$ cat config.mk
export PLATFORM = sky130hd
export DESIGN_NAME = pcie_axis_tx_arbiter
export DESIGN_NICKNAME = d
export VERILOG_FILES = /design/src/rtl/pcie_axis_tx_arbiter.sv
export SDC_FILE = /design/constraint.sdc
export NUM_CORES = 1
export LEC_CHECK = 0
export CAP_MARGIN = 20
export CELL_PAD_IN_SITES_DETAIL_PLACEMENT = 2
export CELL_PAD_IN_SITES_GLOBAL_PLACEMENT = 2
export CORE_AREA = 2 2 597 599
export CTS_CLUSTER_DIAMETER = 30
export DETAILED_ROUTE_END_ITERATION = 6
export DIE_AREA = 0 0 599 601
export PLACE_DENSITY_LB_ADDON = 0.1
export SLEW_MARGIN = 10
export SYNTH_ARGS = -nofsm -noshare
export SYNTH_HDL_FRONTEND = slang
export SYNTH_SLANG_ARGS = --single-unit
$ cat constraint.sdc
create_clock -name sys_clk_n -period 3.31 [get_ports sys_clk_n]
set_input_delay 0.331 -clock sys_clk_n [delete_from_list [all_inputs] [get_ports sys_clk_n]]
set_output_delay 0.331 -clock sys_clk_n [all_outputs]
set_load 0.005 [all_outputs]
$ cat src/rtl/pcie_axis_tx_arbiter.sv
// ----------------------------------------------------------------------------
// pcie_axis_tx_arbiter
//
// Packet-atomic round-robin arbiter that merges NUM_CH AXI-stream TLP sources
// (DMA, completer, MSI, ...) onto the single endpoint TX stream. A channel is
// granted only between packets and keeps the stream until its tlast beat is
// accepted. The merged stream leaves through a one-deep registered output
// stage. New grants are blocked while user_lnk_up is low; a packet already in
// flight still completes.
//
// Optional feature macro: PCIE_TX_ARB_PKT_CNT_EN
//   defined   -> per-channel 16-bit sent-packet counters on pkt_cnt
//   undefined -> pkt_cnt is tied to zero and no counter flops exist
//
// Ports
//   sys_clk_n         in   sole clock, rising edge active
//   sys_rst_n         in   synchronous active-low reset
//   user_lnk_up       in   link status; 0 blocks new grants
//   s_axis_tx_tdata   in   NUM_CH*DATA_W, channel c at [c*DATA_W +: DATA_W]
//   s_axis_tx_tkeep   in   NUM_CH*KEEP_W per-channel byte enables
//   s_axis_tx_tuser   in   NUM_CH*USER_W per-channel sideband
//   s_axis_tx_tlast   in   NUM_CH end-of-TLP flags
//   s_axis_tx_tvalid  in   NUM_CH valids
//   s_axis_tx_tready  out  NUM_CH readies, at most one bit set
//   m_axis_tx_t*      out  merged, registered stream (tready is an input)
//   grant_id          out  currently or last granted channel
//   busy              out  1 while a packet owns the stream
//   pkt_cnt           out  NUM_CH*16 sent-packet counters
// ----------------------------------------------------------------------------
module pcie_axis_tx_arbiter #(
  parameter int NUM_CH = 4,
  parameter int DATA_W = 256,
  parameter int USER_W = 4,
  parameter int CH_W   = 2,
  localparam int KEEP_W = DATA_W / 8
) (
  input  logic                     sys_clk_n,
  input  logic                     sys_rst_n,
  input  logic                     user_lnk_up,
  input  logic [NUM_CH*DATA_W-1:0] s_axis_tx_tdata,
  input  logic [NUM_CH*KEEP_W-1:0] s_axis_tx_tkeep,
  input  logic [NUM_CH*USER_W-1:0] s_axis_tx_tuser,
  input  logic [NUM_CH-1:0]        s_axis_tx_tlast,
  input  logic [NUM_CH-1:0]        s_axis_tx_tvalid,
  output logic [NUM_CH-1:0]        s_axis_tx_tready,
  output logic [DATA_W-1:0]        m_axis_tx_tdata,
  output logic [KEEP_W-1:0]        m_axis_tx_tkeep,
  output logic [USER_W-1:0]        m_axis_tx_tuser,
  output logic                     m_axis_tx_tlast,
  output logic                     m_axis_tx_tvalid,
  input  logic                     m_axis_tx_tready,
  output logic [CH_W-1:0]          grant_id,
  output logic                     busy,
  output logic [NUM_CH*16-1:0]     pkt_cnt
);

  typedef enum logic {
    ST_IDLE = 1'b0,
    ST_BUSY = 1'b1
  } state_t;

  state_t              state_q, state_d;
  logic [CH_W-1:0]     grant_q, grant_d;
  logic                out_valid_q, out_valid_d;
  logic                out_last_q, out_last_d;
  logic [DATA_W-1:0]   out_data_q, out_data_d;
  logic [KEEP_W-1:0]   out_keep_q, out_keep_d;
  logic [USER_W-1:0]   out_user_q, out_user_d;

  // Per-channel views of the flattened input buses.
  logic [DATA_W-1:0]   ch_data [NUM_CH];
  logic [KEEP_W-1:0]   ch_keep [NUM_CH];
  logic [USER_W-1:0]   ch_user [NUM_CH];

  for (genvar gi = 0; gi < NUM_CH; gi++) begin : g_unpack
    assign ch_data[gi] = s_axis_tx_tdata[gi*DATA_W +: DATA_W];
    assign ch_keep[gi] = s_axis_tx_tkeep[gi*KEEP_W +: KEEP_W];
    assign ch_user[gi] = s_axis_tx_tuser[gi*USER_W +: USER_W];
  end

  // Signals of the currently granted channel.
  logic [DATA_W-1:0]   sel_data;
  logic [KEEP_W-1:0]   sel_keep;
  logic [USER_W-1:0]   sel_user;
  logic                sel_valid;
  logic                sel_last;

  always_comb begin
    sel_data  = '0;
    sel_keep  = '0;
    sel_user  = '0;
    sel_valid = 1'b0;
    sel_last  = 1'b0;
    for (int c = 0; c < NUM_CH; c++) begin
      if (grant_q == CH_W'(c)) begin
        sel_data  = ch_data[c];
        sel_keep  = ch_keep[c];
        sel_user  = ch_user[c];
        sel_valid = s_axis_tx_tvalid[c];
        sel_last  = s_axis_tx_tlast[c];
      end
    end
  end

  // First requesting channel after 'last', wrapping modulo NUM_CH. The last
  // winner itself is searched last, which gives strict rotation under load.
  function automatic logic [CH_W-1:0] pick_winner(
    input logic [NUM_CH-1:0] req,
    input logic [CH_W-1:0]   last
  );
    logic [CH_W-1:0]   win;
    logic              found;
    logic [NUM_CH-1:0] shifted;
    int                idx;
    win   = last;
    found = 1'b0;
    for (int k = 1; k <= NUM_CH; k++) begin
      idx     = (int'(last) + k) % NUM_CH;
      shifted = req >> idx;
      if (!found && shifted[0]) begin
        found = 1'b1;
        win   = CH_W'(idx);
      end
    end
    return win;
  endfunction

  logic                out_ready;
  logic                accept;
  logic [NUM_CH-1:0]   grant_onehot;

  assign grant_onehot = NUM_CH'(1) << grant_q;
  // The output stage can take a new beat when empty or being drained now.
  assign out_ready    = !out_valid_q || m_axis_tx_tready;

  always_comb begin
    state_d          = state_q;
    grant_d          = grant_q;
    out_valid_d      = out_valid_q;
    out_last_d       = out_last_q;
    out_data_d       = out_data_q;
    out_keep_d       = out_keep_q;
    out_user_d       = out_user_q;
    s_axis_tx_tready = '0;
    accept           = 1'b0;

    // Drain: a handshake with no replacement beat empties the stage. Data
    // is left in place; only valid/last drop.
    if (out_valid_q && m_axis_tx_tready) begin
      out_valid_d = 1'b0;
      out_last_d  = 1'b0;
    end

    case (state_q)
      ST_IDLE: begin
        if (user_lnk_up && (|s_axis_tx_tvalid)) begin
          grant_d = pick_winner(s_axis_tx_tvalid, grant_q);
          state_d = ST_BUSY;
        end
      end
      ST_BUSY: begin
        // Link status is ignored here so an in-flight packet always finishes.
        if (out_ready) begin
          s_axis_tx_tready = grant_onehot;
        end
        accept = sel_valid && out_ready;
        if (accept) begin
          out_valid_d = 1'b1;
          out_last_d  = sel_last;
          out_data_d  = sel_data;
          out_keep_d  = sel_keep;
          out_user_d  = sel_user;
          if (sel_last) begin
            state_d = ST_IDLE;
          end
        end
      end
      default: begin
        state_d = ST_IDLE;
      end
    endcase
  end

  always_ff @(posedge sys_clk_n) begin
    if (!sys_rst_n) begin
      state_q     <= ST_IDLE;
      // Parked on the last channel so channel 0 wins the first arbitration.
      grant_q     <= CH_W'(NUM_CH - 1);
      out_valid_q <= 1'b0;
      out_last_q  <= 1'b0;
      out_data_q  <= '0;
      out_keep_q  <= '0;
      out_user_q  <= '0;
    end else begin
      state_q     <= state_d;
      grant_q     <= grant_d;
      out_valid_q <= out_valid_d;
      out_last_q  <= out_last_d;
      out_data_q  <= out_data_d;
      out_keep_q  <= out_keep_d;
      out_user_q  <= out_user_d;
    end
  end

  assign m_axis_tx_tdata  = out_data_q;
  assign m_axis_tx_tkeep  = out_keep_q;
  assign m_axis_tx_tuser  = out_user_q;
  assign m_axis_tx_tlast  = out_last_q;
  assign m_axis_tx_tvalid = out_valid_q;
  assign grant_id         = grant_q;
  assign busy             = (state_q == ST_BUSY);

`ifdef PCIE_TX_ARB_PKT_CNT_EN
  // A packet counts as sent once its tlast beat is taken from the source.
  for (genvar gi = 0; gi < NUM_CH; gi++) begin : g_cnt
    logic [15:0] cnt_q, cnt_d;

    always_comb begin
      cnt_d = cnt_q;
      if (accept && sel_last && (grant_q == CH_W'(gi))) begin
        cnt_d = cnt_q + 16'd1;
      end
    end

    always_ff @(posedge sys_clk_n) begin
      if (!sys_rst_n) begin
        cnt_q <= '0;
      end else begin
        cnt_q <= cnt_d;
      end
    end

    assign pkt_cnt[gi*16 +: 16] = cnt_q;
  end
`else
  assign pkt_cnt = '0;
`endif

endmodule
==> impl_summary.md, run 1 <==
STA
Setup total negative slack on the finished layout was measured at 0 ns. Measured against its own limit, the worst slew margin works out to 39.61%. Setup repair after global routing left no endpoint under its margin. The count of endpoints failing hold in the final timing report came to 0. Timing would allow up to 326.5 MHz.

The clock arrives with 0.04154 ns of skew. The max-slew violation count is 0. The slew at the pin closest to its max-slew limit is 0.8964 ns. The part of the cycle the worst path needs is 92.52%.

The shortest period the worst path allows is 3.062 ns. Setup violations remaining at the end of the flow were counted as 0.

Clock network
The maximum count of clock buffers along a single path is 4. The total clock sinks is 297. After clock tree synthesis, the clock-pin slew on the worst setup and hold paths is 0.03 ns.

The H-tree was split into 4 levels. The number of clock buffers inserted by TritonCTS is 169. The number of buffers added to fix hold violations after cts is 0. In this run the post-CTS setup repair buffer count came out at 1. Clock latency on the worst-skew pair, taken at its later pin, is 0.78 ns. After clock tree synthesis, the repair step resized 0 gates.

The tree is rooted in a sky130_fd_sc_hd__clkbuf_16. TritonCTS built the clock tree.

Setup path
For the worst setup path, the data required time is 2.98 ns. The largest fanout on the critical path is 42. The startpoint type of the worst setup path is a register. The worst setup path is captured at an output port. Data arrives at the worst endpoint at 2.73 ns. The critical path class is reg2out.

Floorplan
The floorplan has 219 rows. The core outline area is 354000 um^2. From left edge to right edge, the die measures 599 um. The floorplan die area is 360000 um^2. The starting density of the core is 6.197%. The vertical die dimension is 601 um. The number of top-level pins is 1545.

Finish
The core utilization of the finished layout is 13.66%. The multi-input combinational cells in the finished layout cover a total of 13160 um^2. The area growth from synthesis to layout is 120.4%.

At the end of the flow, the number of nets in the layout was 6059. Of the cells placed in the final design, the portion with a size suffix greater than 1 is 8.483%. Counting the fill cells in the layout gives 41520.

The footprint of the flip-flops and latches is 5946 um^2.

Yosys
The area of the mapped netlist is 21940 um^2. For this run, the number of Yosys warnings is 0. The post-synthesis register bit count is 297. The mean post-synth cell area is 6.411 um^2. The post-synthesis sequential area ratio is 27.10%. The synthesized instance count is 3422.

After synthesis, the netlist uses 34 different library cells. In the post-synthesis netlist, the biggest area contributors are sky130_fd_sc_hd__dfxtp_1, sky130_fd_sc_hd__nand2_1, sky130_fd_sc_hd__o21ai_0, sky130_fd_sc_hd__a311oi_1, sky130_fd_sc_hd__a211oi_1. The area share of the leading cell type in the synthesized netlist is 27.10%.

sky130_fd_sc_hd__dfxtp_1 takes more of the synthesized area than any other cell.

Pwr
The design draws 33.77 mW. The power density of the placed cells is 698.5 nW/um^2. The worst-case IR drop observed on VDD is 0.4992 mV.

The cell leakage power is 16.61 nW.

Route
Detailed routing inserted a total of 32390 vias. The violation count after the first detailed-routing iteration is 1229. The count of antenna-violating nets left after detailed routing is 0. After detailed routing, the total wire length is 259200 um. After detailed routing, the number of vias per cell comes to 3.311. In the final routed layout, each cell accounts on average for 26.50 um. After detailed routing, the number of remaining DRC violations is 0. The number of iterations in the first detailed-routing pass is 5.

Min path
The type of the worst min-delay path is in2reg.

Place
The count of buffers added on input and output ports is 1480. The half-perimeter wire length after placement is 211000 um. The congestion estimate from routability-driven global placement came to 0.7498.

Global routing
The overall global routing resource usage is 13.84%. The global-route congestion overflow total is 0. The global-route wire length before repair is 338600 um. The number of antenna violations at the first check in global routing came to 193. The largest net degree at the start of global routing is 108. The via count of the first global-routing pass is 35320.

Outcome
The flow ran to the end, and the final reports show no timing, DRC or antenna violations.

Run
The max-cap check violation count is 0.
==> area by class of cell <==
class,instances,area share [%]
Inverter,292,2.282
Tap cell,4751,12.29
Clock inverter,11,0.4399
Antenna cell,33,0.1708
Timing Repair Buffer,1673,34.85
Sequential cell,297,12.30
Clock buffer,283,10.44
Multi-Input combinational cell,2442,27.22
==> placed cells by master (no fill, tap or decap), types with 4 or more instances in the layout <==
master / Yosys / layout
sky130_fd_sc_hd__nand2_1: 870 / 869
sky130_fd_sc_hd__inv_16: 0 / 4
sky130_fd_sc_hd__a311oi_1: 292 / 292
sky130_fd_sc_hd__buf_12: 0 / 47
sky130_fd_sc_hd__a211oi_1: 295 / 295
sky130_fd_sc_hd__a221oi_1: 4 / 4
sky130_fd_sc_hd__a21oi_1: 288 / 288
sky130_fd_sc_hd__dfxtp_1: 297 / 297
sky130_fd_sc_hd__nand2b_1: 8 / 8
sky130_fd_sc_hd__clkbuf_8: 0 / 35
sky130_fd_sc_hd__clkbuf_16: 0 / 171
sky130_fd_sc_hd__inv_1: 291 / 291
sky130_fd_sc_hd__a221o_1: 6 / 6
sky130_fd_sc_hd__nand3_1: 6 / 6
sky130_fd_sc_hd__nor2b_1: 6 / 6
sky130_fd_sc_hd__buf_4: 65 / 146
sky130_fd_sc_hd__conb_1: 1 / 64
sky130_fd_sc_hd__diode_2: 0 / 33
sky130_fd_sc_hd__ha_4: 0 / 4
sky130_fd_sc_hd__clkbuf_1: 290 / 77
sky130_fd_sc_hd__o21ai_0: 573 / 570
sky130_fd_sc_hd__clkdlybuf4s50_1: 0 / 1480
==> cells by family after synthesis <==
logic type / after synthesis / synth area share [%]
compound gates: 1465 / 42.10
fa+ha+maj: 4 / 0.2282
buf+inv: 746 / 14.30
simple gates: 905 / 15.89
other cells: 1 / 0.01709
mux: 4 / 0.3593
flops: 297 / 27.10
==> state kept, by name (all words and copies together) (netlist names) <==
register and flops:
grant_id 2, m_axis_tx_tkeep 32, busy 1, m_axis_tx_tuser 4, m_axis_tx_tvalid 1, m_axis_tx_tdata 256
m_axis_tx_tlast 1
==> cells in the mapped netlist, drive strengths merged <==
library cell    n
o211ai          1
nor2            2
o21ai         573
ha              4
a21o            1
nor2b           6
mux2            1
nor3            3
nand3           6
o221a           1
and2            2
conb            1
inv           292
a21oi         288
and3            4
a311oi        292
clkbuf        290
o41ai           1
a211oi        295
nand2         870
a221o           6
nand3b          2
a221oi          4
nand2b          8
buf           164
nor4            2
o31a            1
dfxtp         297
mux4            3
o21a            2
==> critical path: stages, from the launching register on <==
cell                              delay [ns]
sky130_fd_sc_hd__dfxtp_1                0.38
sky130_fd_sc_hd__inv_1                  0.23
sky130_fd_sc_hd__ha_4                   0.27
sky130_fd_sc_hd__buf_12                 0.21
sky130_fd_sc_hd__and3_1                 0.20
sky130_fd_sc_hd__clkdlybuf4s50_1        0.60
==> path summary, 6_finish.rpt <==
| check | start | slack (ns) | endpoint | cells after the start |
|---|---|---|---|---|
| max | grant_id[0]$_SDFFE_PN1P_ | 0.25 | s_axis_tx_tready[2] | 5 |
| min | s_axis_tx_tkeep[107] | 0.14 | m_axis_tx_tkeep[11]$_SDFFE_PN0P_ | 3 |
| max reg2reg | grant_id[1]$_SDFFE_PN1P_ | 0.39 | m_axis_tx_tkeep[17]$_SDFFE_PN0P_ | 8 |
| min reg2reg | m_axis_tx_tdata[37]$_SDFFE_PN0P_ | 0.59 | m_axis_tx_tdata[37]$_SDFFE_PN0P_ | 2 |
==> report_power, final <==
part           internal [mW]  switching [mW]  total [mW]
registers               4.42           0.542        4.97
logic                   5.64            9.00        14.6
clock network           10.1            4.02        14.2
total                   20.2            13.6        33.8
==> per-stage QoR <==
step           setup slack [ns]  hold slack (ns)  cells  cell area (um^2)
2_1_floorplan            0.9738           0.4199   3485             22170
5_1_grt                 0.07594          0.08924   9761             48300
4_1_cts                 0.06795          0.02666   9749             48270
3_3_place_gp             0.1163           0.5735   9454             43000
6_report                 0.2476           0.1359   9782             48350
3_5_place_dp            0.05443           0.5872   9454             43000
==> layer usage <==
layer / vias up / share of wire, % / track usage, %
met1: 15610 / 36 / 14.28
met4: 78 / 2.2 / 2.800
met5: - / 0.17 / 0
li1: 15000 / - / -
met3: 514 / 6.2 / 3.731
met2: 1183 / 55 / 27.37
No activity file was read; power rests on OpenSTA's default activity.
==> run 2: changes to the inputs <==
--- a/config.mk
+++ b/config.mk
@@ -13,6 +13,7 @@
 export DETAILED_ROUTE_END_ITERATION = 6
 export DIE_AREA = 0 0 599 601
 export PLACE_DENSITY_LB_ADDON = 0.1
+export SKIP_CTS_REPAIR_TIMING = 1
 export SLEW_MARGIN = 10
 export SYNTH_ARGS = -nofsm -noshare
 export SYNTH_HDL_FRONTEND = slang
==> run 2 against run 1 <==
Compared with the run above:
- design area hardly changed
- sequential power about the same
- worst setup slack gained 0.0035 ns
- register-to-register slack gained 0.02 ns
- via count about the same
- critical endpoint is now s_axis_tx_tready[0]
- highest routed layer unchanged
==> impl_summary.md, run 2 (synthesis results as in run 1) <==
Setup path
The startpoint type of the worst setup path is a register (unchanged). The required time at the endpoint of the critical path is 2.98 ns (about the same). The largest fanout on the critical path is 36 (was 42). CP cell instances: inv_1, ha_4, buf_12, and3_1, clkdlybuf4s50_1 (unchanged). The worst-path cell with the longest stage delay is sky130_fd_sc_hd__clkdlybuf4s50_1 (unchanged).

The largest stage delay on the critical path is 0.61 ns (was 0.60 ns). The arrival time at the worst endpoint is 2.73 ns (about the same). The critical path class is reg2out (unchanged). The setup slack on the worst flop-to-flop path is 0.41 ns (was 0.39 ns).

The kind of capture point of the worst setup path is an output port (unchanged).

Route
The met3 wire length came to 16250 um (was 16120 um). The routed length on met2 is 142200 um (was 142300 um). The violation count after the first detailed-routing iteration came to 1241 (was 1229). The aggregate routed wire length is 259000 um (was 259200 um). The detailed-route vias per instance is 3.314 (was 3.311). The top routing layer in use is met5 (unchanged).

The final routed DRC violation total came to 0 (unchanged). The count of antenna-violating nets left after detailed routing is 0 (unchanged). The number of iterations in the first detailed-routing pass is 6 (was 5). The via count of the routed design is 32420 (was 32390).

The routed wire length per instance was 26.47 um (was 26.50 um). The sum of routed wire segments on met1 is 94250 um (was 94580 um).

Global routing
The global-route wire length before repair is 338500 um (was 338600 um). The via count of the first global-routing pass is 35320 (about the same). The global-route congestion overflow total is 0 (unchanged). The largest net degree at the start of global routing is 108 (unchanged). The overall global routing resource usage is 13.83% (was 13.84%). The number of antenna violations at the first check in global routing is 193 (unchanged).

Clock network
The master cell of the clock root buffer is sky130_fd_sc_hd__clkbuf_16 (unchanged). The maximum count of clock buffers along a single path is 4 (unchanged). The number of clock buffers inserted by TritonCTS is 169 (unchanged).

The clock-pin slew of the registers on the worst-case setup and hold paths is 0.04 ns (was 0.03 ns). The clock latency on the worst-skew pair is 0.78 ns (about the same). The H-tree depth reported by CTS came to 4 (unchanged). The total clock sinks is 297 (unchanged). The clock tree from TritonCTS is done (unchanged).

Floorplan
The horizontal die dimension was 599 um (unchanged). The number of top-level pins is 1545 (unchanged). The starting density of the core is 6.197% (unchanged). The standard-cell row count is 219 (unchanged). The vertical die dimension is 601 um (unchanged). The floorplan die area came to 360000 um^2 (unchanged). The core outline area is 354000 um^2 (unchanged).

Finish
The flip-flop count of the largest register after layout is 256 (unchanged). The layout overhead on the synthesized area was 120.4% (about the same). The area used by multi-input combinational logic is 13160 um^2 (unchanged).

The most common cell after layout, fill and taps aside is sky130_fd_sc_hd__clkdlybuf4s50_1 (unchanged). Commonest non-fill, non-tap cells in the layout: sky130_fd_sc_hd__clkdlybuf4s50_1, sky130_fd_sc_hd__nand2_1, sky130_fd_sc_hd__o21ai_0 (unchanged). The footprint of the flip-flops and latches is 5946 um^2 (unchanged). The fraction of final layout cells with drive strength greater than 1 is 8.485% (was 8.483%). The post-route cell area is 48350 um^2 (about the same). The net count reported at finish is 6058 (was 6059).

The number of fill cells in the layout came to 41520 (about the same).

Outcome
Status: completed (unchanged).

Place
The worst setup slack before clock tree synthesis came to 0.05443 ns (unchanged). The routability-driven placement congestion ratio is 0.7498 (unchanged). The placed standard-cell area came to 43000 um^2 (unchanged). The number of buffer cells added on primary ports was 1480 (unchanged). The half-perimeter wire length after placement is 211000 um (unchanged).

Pwr
The maximum vdd ir drop is 0.5000 mV (was 0.4992 mV). The power density of the placed cells is 698.4 nW/um^2 (was 698.5 nW/um^2). The cell leakage power is 16.60 nW (was 16.61 nW).

STA
The max-slew violation count is 0 (unchanged). The final setup slack of the worst path is 0.2511 ns (was 0.2476 ns). The clock skew after layout came to 0.04348 ns (was 0.04154 ns).

The worst slew margin relative to its limit is 40.29% (was 39.61%). The part of the cycle the worst path needs is 92.41% (was 92.52%). The shortest period the worst path allows is 3.059 ns (was 3.062 ns). The count of endpoints failing hold in the final timing report is 0 (unchanged). The slew at the pin closest to its max-slew limit is 0.8862 ns (was 0.8964 ns). The achievable frequency is 326.9 MHz (was 326.5 MHz). RSZ-0062 raised after global routing: false (unchanged).

The final setup violation count is 0 (unchanged).

Min path
The type of the worst min-delay path is in2reg (unchanged).

Run
The max-cap check violation count is 0 (unchanged).
[run 2: final timing paths]
check,start,to,depth (start not counted)
worst min-delay path,s_axis_tx_tdata[948],m_axis_tx_tdata[180]$_SDFFE_PN0P_,3
worst max-delay path,grant_id[1]$_SDFFE_PN1P_,s_axis_tx_tready[0],5
worst min register to register,m_axis_tx_tdata[37]$_SDFFE_PN0P_,m_axis_tx_tdata[37]$_SDFFE_PN0P_,2
worst max register to register,grant_id[1]$_SDFFE_PN1P_,m_axis_tx_tdata[158]$_SDFFE_PN0P_,9
[run 2: where the power goes]
| group | total, mW | internal, mW | leakage (nW) | switching (mW) |
|---|---|---|---|---|
| combinational | 14.6 | 5.64 | 11.6 | 9.00 |
| clock | 14.2 | 10.1 | 2.55 | 4.03 |
| sequential | 4.96 | 4.42 | 2.43 | 0.540 |
| total | 33.8 | 20.2 | 16.6 | 13.6 |
[run 2: critical path: cells and delay by family, from the launching register on]
kind	cells	cell delay, ns
buffers and inverters	3	1.05
adder cells (fa/ha/maj)	1	0.29
AND/OR/NAND/NOR	1	0.20
flip-flops	1	0.34
[run 2: metrics by stage]
stage	TNS (ns)	hold WS, ns	power (mW)	util, %	instances
after global placement	0	0.5735	20.35	12.15	9454
final	0	0.1370	33.77	13.66	9785
after floorplan	0	0.4199	11.07	-	3485
after detailed placement	0	0.5872	20.40	12.15	9454
after CTS	-0.04684	0.02666	35.05	13.63	9748
after global routing	0	0.08924	36.10	13.64	9760
[run 2: cell type report]
type | count | share of cell area [%]
Antenna cell | 37 | 0.1915
Clock buffer | 283 | 10.44
Clock inverter | 11 | 0.4399
Inverter | 292 | 2.282
Multi-Input combinational cell | 2442 | 27.22
Sequential cell | 297 | 12.30
Tap cell | 4751 | 12.29
Timing Repair Buffer | 1672 | 34.84
[run 2: layer usage]
layer | up-vias | global-route usage, %
li1 | 15010 | -
met1 | 15620 | 14.27
met2 | 1207 | 27.35
met3 | 510 | 3.731
met4 | 78 | 2.800
met5 | - | 0
==> run 3: changes to the inputs <==
--- a/config.mk
+++ b/config.mk
@@ -5,6 +5,7 @@
 export SDC_FILE = /design/constraint.sdc
 export NUM_CORES = 1
 export LEC_CHECK = 0
+export ABC_CLOCK_PERIOD_IN_PS = 3310
 export CAP_MARGIN = 20
 export CELL_PAD_IN_SITES_DETAIL_PLACEMENT = 2
 export CELL_PAD_IN_SITES_GLOBAL_PLACEMENT = 2
@@ -13,6 +14,7 @@
 export DETAILED_ROUTE_END_ITERATION = 6
 export DIE_AREA = 0 0 599 601
 export PLACE_DENSITY_LB_ADDON = 0.1
+export REMOVE_ABC_BUFFERS = 1
 export SKIP_CTS_REPAIR_TIMING = 1
 export SLEW_MARGIN = 10
 export SYNTH_ARGS = -nofsm -noshare
==> run 3 against run 2 <==
Compared with the run above:
- clock skew grew 0.0020 ns
- cell count shrank 0.68%
- wire length decreased by 2.0%
- sequential power up 0.8%
- first-iteration DRC count grew 4.4%
- combinational power barely moved
- total power decreased by 2.9%
- highest routed layer unchanged
- design area down 1.4%
- maximum frequency grew 0.80%
- global-route usage down 0.24 points
==> impl_summary.md, run 3 (synthesis results as in run 1) <==
Route
The routed wire length per instance is 26.11 um (was 26.47 um). The number of iterations in the first detailed-routing pass came to 5 (was 6). The detailed-route vias per instance is 3.320 (was 3.314). The count of antenna-violating nets left after detailed routing came to 0 (unchanged). The aggregate routed wire length is 253700 um (was 259000 um). The violation count after the first detailed-routing iteration was 1295 (was 1241). The final routed DRC violation total came to 0 (unchanged).

The via count of the routed design is 32270 (was 32420).

STA
The achievable frequency is 329.5 MHz (was 326.9 MHz). The count of endpoints failing hold in the final timing report came to 0 (unchanged). The part of the cycle the worst path needs came to 91.68% (was 92.41%). The worst slew margin relative to its limit is 32.11% (was 40.29%).

The shortest period the worst path allows is 3.035 ns (was 3.059 ns). The clock skew after layout is 0.04544 ns (was 0.04348 ns). The smallest hold slack is 0.1401 ns (was 0.1370 ns). RSZ-0062 raised after global routing: false (unchanged). The final setup violation count is 0 (unchanged).

The max-slew violation count is 0 (unchanged). The slew at the pin closest to its max-slew limit is 1.005 ns (was 0.8862 ns).

Run
The max-cap check violation count came to 0 (unchanged).

Global routing
The global-route congestion overflow total is 0 (unchanged). The largest net degree at the start of global routing is 122 (was 108). The overall global routing resource usage is 13.59% (was 13.83%). The number of antenna violations at the first check in global routing was 167 (was 193).

The via count of the first global-routing pass is 35170 (was 35320). The global-route wire length before repair is 334000 um (was 338500 um).

Floorplan
The standard-cell row count is 219 (unchanged). The vertical die dimension is 601 um (unchanged). The horizontal die dimension is 599 um (unchanged). The starting density of the core is 6.197% (unchanged). The number of top-level pins is 1545 (unchanged). The core outline area is 354000 um^2 (unchanged). The floorplan die area came to 360000 um^2 (unchanged).

Setup path
The arrival time at the worst endpoint was 2.70 ns (was 2.73 ns). The kind of capture point of the worst setup path is an output port (unchanged). CP cell instances: inv_1, ha_4, buf_12, buf_4, and3_1, clkdlybuf4s50_1 (was inv_1, ha_4, buf_12, and3_1, clkdlybuf4s50_1). The critical path class was reg2out (unchanged). The largest stage delay on the critical path is 0.50 ns (was 0.61 ns). The largest fanout on the critical path is 55 (was 36). The worst-path cell with the longest stage delay is sky130_fd_sc_hd__clkdlybuf4s50_1 (unchanged). The startpoint type of the worst setup path was a register (unchanged).

The setup slack on the worst flop-to-flop path came to 0.47 ns (was 0.41 ns). The required time at the endpoint of the critical path is 2.98 ns (about the same).

Pwr
The reported net switching power was 13.24 mW (was 13.57 mW). The power density of the placed cells is 688.1 nW/um^2 (was 698.4 nW/um^2). The switching part of the total is 40.36% (was 40.19%).

The share of total power in sequential cells is 15.2% (was 14.7%). The cell leakage power was 16.34 nW (was 16.60 nW). The part of the total power dissipated in the clock network came to 40.6% (was 41.9%). The internal power was 19.56 mW (was 20.20 mW). The maximum vdd ir drop is 0.3676 mV (was 0.5000 mV). The part of the total power dissipated in combinational logic is 44.2% (was 43.4%).

Finish
The most common cell after layout, fill and taps aside is sky130_fd_sc_hd__clkdlybuf4s50_1 (unchanged). The post-route cell area was 47660 um^2 (was 48350 um^2). The number of fill cells in the layout is 41650 (was 41520). The flip-flop count of the largest register after layout is 256 (unchanged). The net count reported at finish is 6042 (was 6058).

The area used by multi-input combinational logic is 13160 um^2 (unchanged). Commonest non-fill, non-tap cells in the layout: sky130_fd_sc_hd__clkdlybuf4s50_1, sky130_fd_sc_hd__nand2_1, sky130_fd_sc_hd__o21ai_0 (unchanged). The layout overhead on the synthesized area was 117.3% (was 120.4%).

The core utilization of the finished layout was 13.46% (was 13.66%). The fraction of final layout cells with drive strength greater than 1 is 8.138% (was 8.485%). The footprint of the flip-flops and latches is 5946 um^2 (unchanged).

Place
The routability-driven placement congestion ratio was 0.7634 (was 0.7498). The half-perimeter wire length after placement was 208300 um (was 211000 um). The number of buffer cells added on primary ports was 1480 (unchanged). The placed standard-cell area is 42730 um^2 (was 43000 um^2).

Min path
The type of the worst min-delay path is in2reg (unchanged).

Clock network
The master cell of the clock root buffer is sky130_fd_sc_hd__clkbuf_16 (unchanged). The total clock sinks is 297 (unchanged). The clock tree from TritonCTS is done (unchanged). The H-tree depth reported by CTS is 4 (unchanged). The number of clock buffers inserted by TritonCTS was 163 (was 169). The maximum count of clock buffers along a single path is 4 (unchanged). The clock-pin slew of the registers on the worst-case setup and hold paths came to 0.04 ns (about the same). The clock latency on the worst-skew pair is 0.79 ns (was 0.78 ns).

Outcome
Status: completed (unchanged).
run 3: cell types whose count changed in the layout (fill, tap and decap cells not counted), moves of 5 or more:
cell / previous run / this run
sky130_fd_sc_hd__clkbuf_1: 77 / 52
sky130_fd_sc_hd__clkbuf_16: 171 / 164
sky130_fd_sc_hd__clkbuf_8: 35 / 29
sky130_fd_sc_hd__inv_6: 0 / 5
sky130_fd_sc_hd__diode_2: 37 / 15
sky130_fd_sc_hd__buf_12: 47 / 34
run 3: path summary, 6_finish.rpt:
path,end,from,cells past startpoint
max,s_axis_tx_tready[1],grant_id[1]$_SDFFE_PN1P_,6
min reg2reg,m_axis_tx_tdata[248]$_SDFFE_PN0P_,m_axis_tx_tdata[248]$_SDFFE_PN0P_,2
max reg2reg,m_axis_tx_tdata[70]$_SDFFE_PN0P_,grant_id[0]$_SDFFE_PN1P_,8
min,m_axis_tx_tdata[57]$_SDFFE_PN0P_,s_axis_tx_tdata[825],3
run 3: per-stage QoR:
stage | TNS, ns | power (mW) | cells | setup WS (ns)
after CTS | -0.1617 | 33.98 | 9699 | -0.1617
after global routing | 0 | 35.09 | 9707 | 0.04876
after global placement | 0 | 20.16 | 9440 | 0.3126
after detailed placement | 0 | 20.21 | 9440 | 0.2598
final | 0 | 32.80 | 9718 | 0.2753
after floorplan | -6628.91 | 9.050 | 3031 | -22.50
run 3: per-layer routing:
layer | vias up | part of all wire, % | track usage, %
li1 | 14920 | - | -
met1 | 15690 | 38 | 14.71
met2 | 1107 | 53 | 25.96
met3 | 476 | 6.5 | 3.924
met4 | 72 | 2.0 | 2.447
met5 | - | 0.17 | 0
run 3: layout make-up:
cell class | instances | share of cell area (%)
Antenna cell | 15 | 0.07876
Clock buffer | 245 | 9.858
Clock inverter | 14 | 0.3465
Inverter | 292 | 2.315
Multi-Input combinational cell | 2442 | 27.61
Sequential cell | 297 | 12.48
Tap cell | 4751 | 12.47
Timing Repair Buffer | 1662 | 34.84
run 3: worst max-delay path, delay by kind of cell, from the launching register on:
kind	cells	cell delay (ns)
flops	1	0.30
simple gates	1	0.15
fa+ha+maj	1	0.28
buf+inv	4	1.19
run 3: power by group through the flow:
stage / sequential [mW] / clock, mW / combinational (mW)
3_3_place_gp: 5.04 / 0 / 15.1
3_5_place_dp: 5.06 / 0 / 15.1
5_1_grt: 5.13 / 13.9 / 16.0
6_report: 5.00 / 13.3 / 14.5
4_1_cts: 5.03 / 13.7 / 15.2
2_1_floorplan: 4.35 / 0 / 4.70
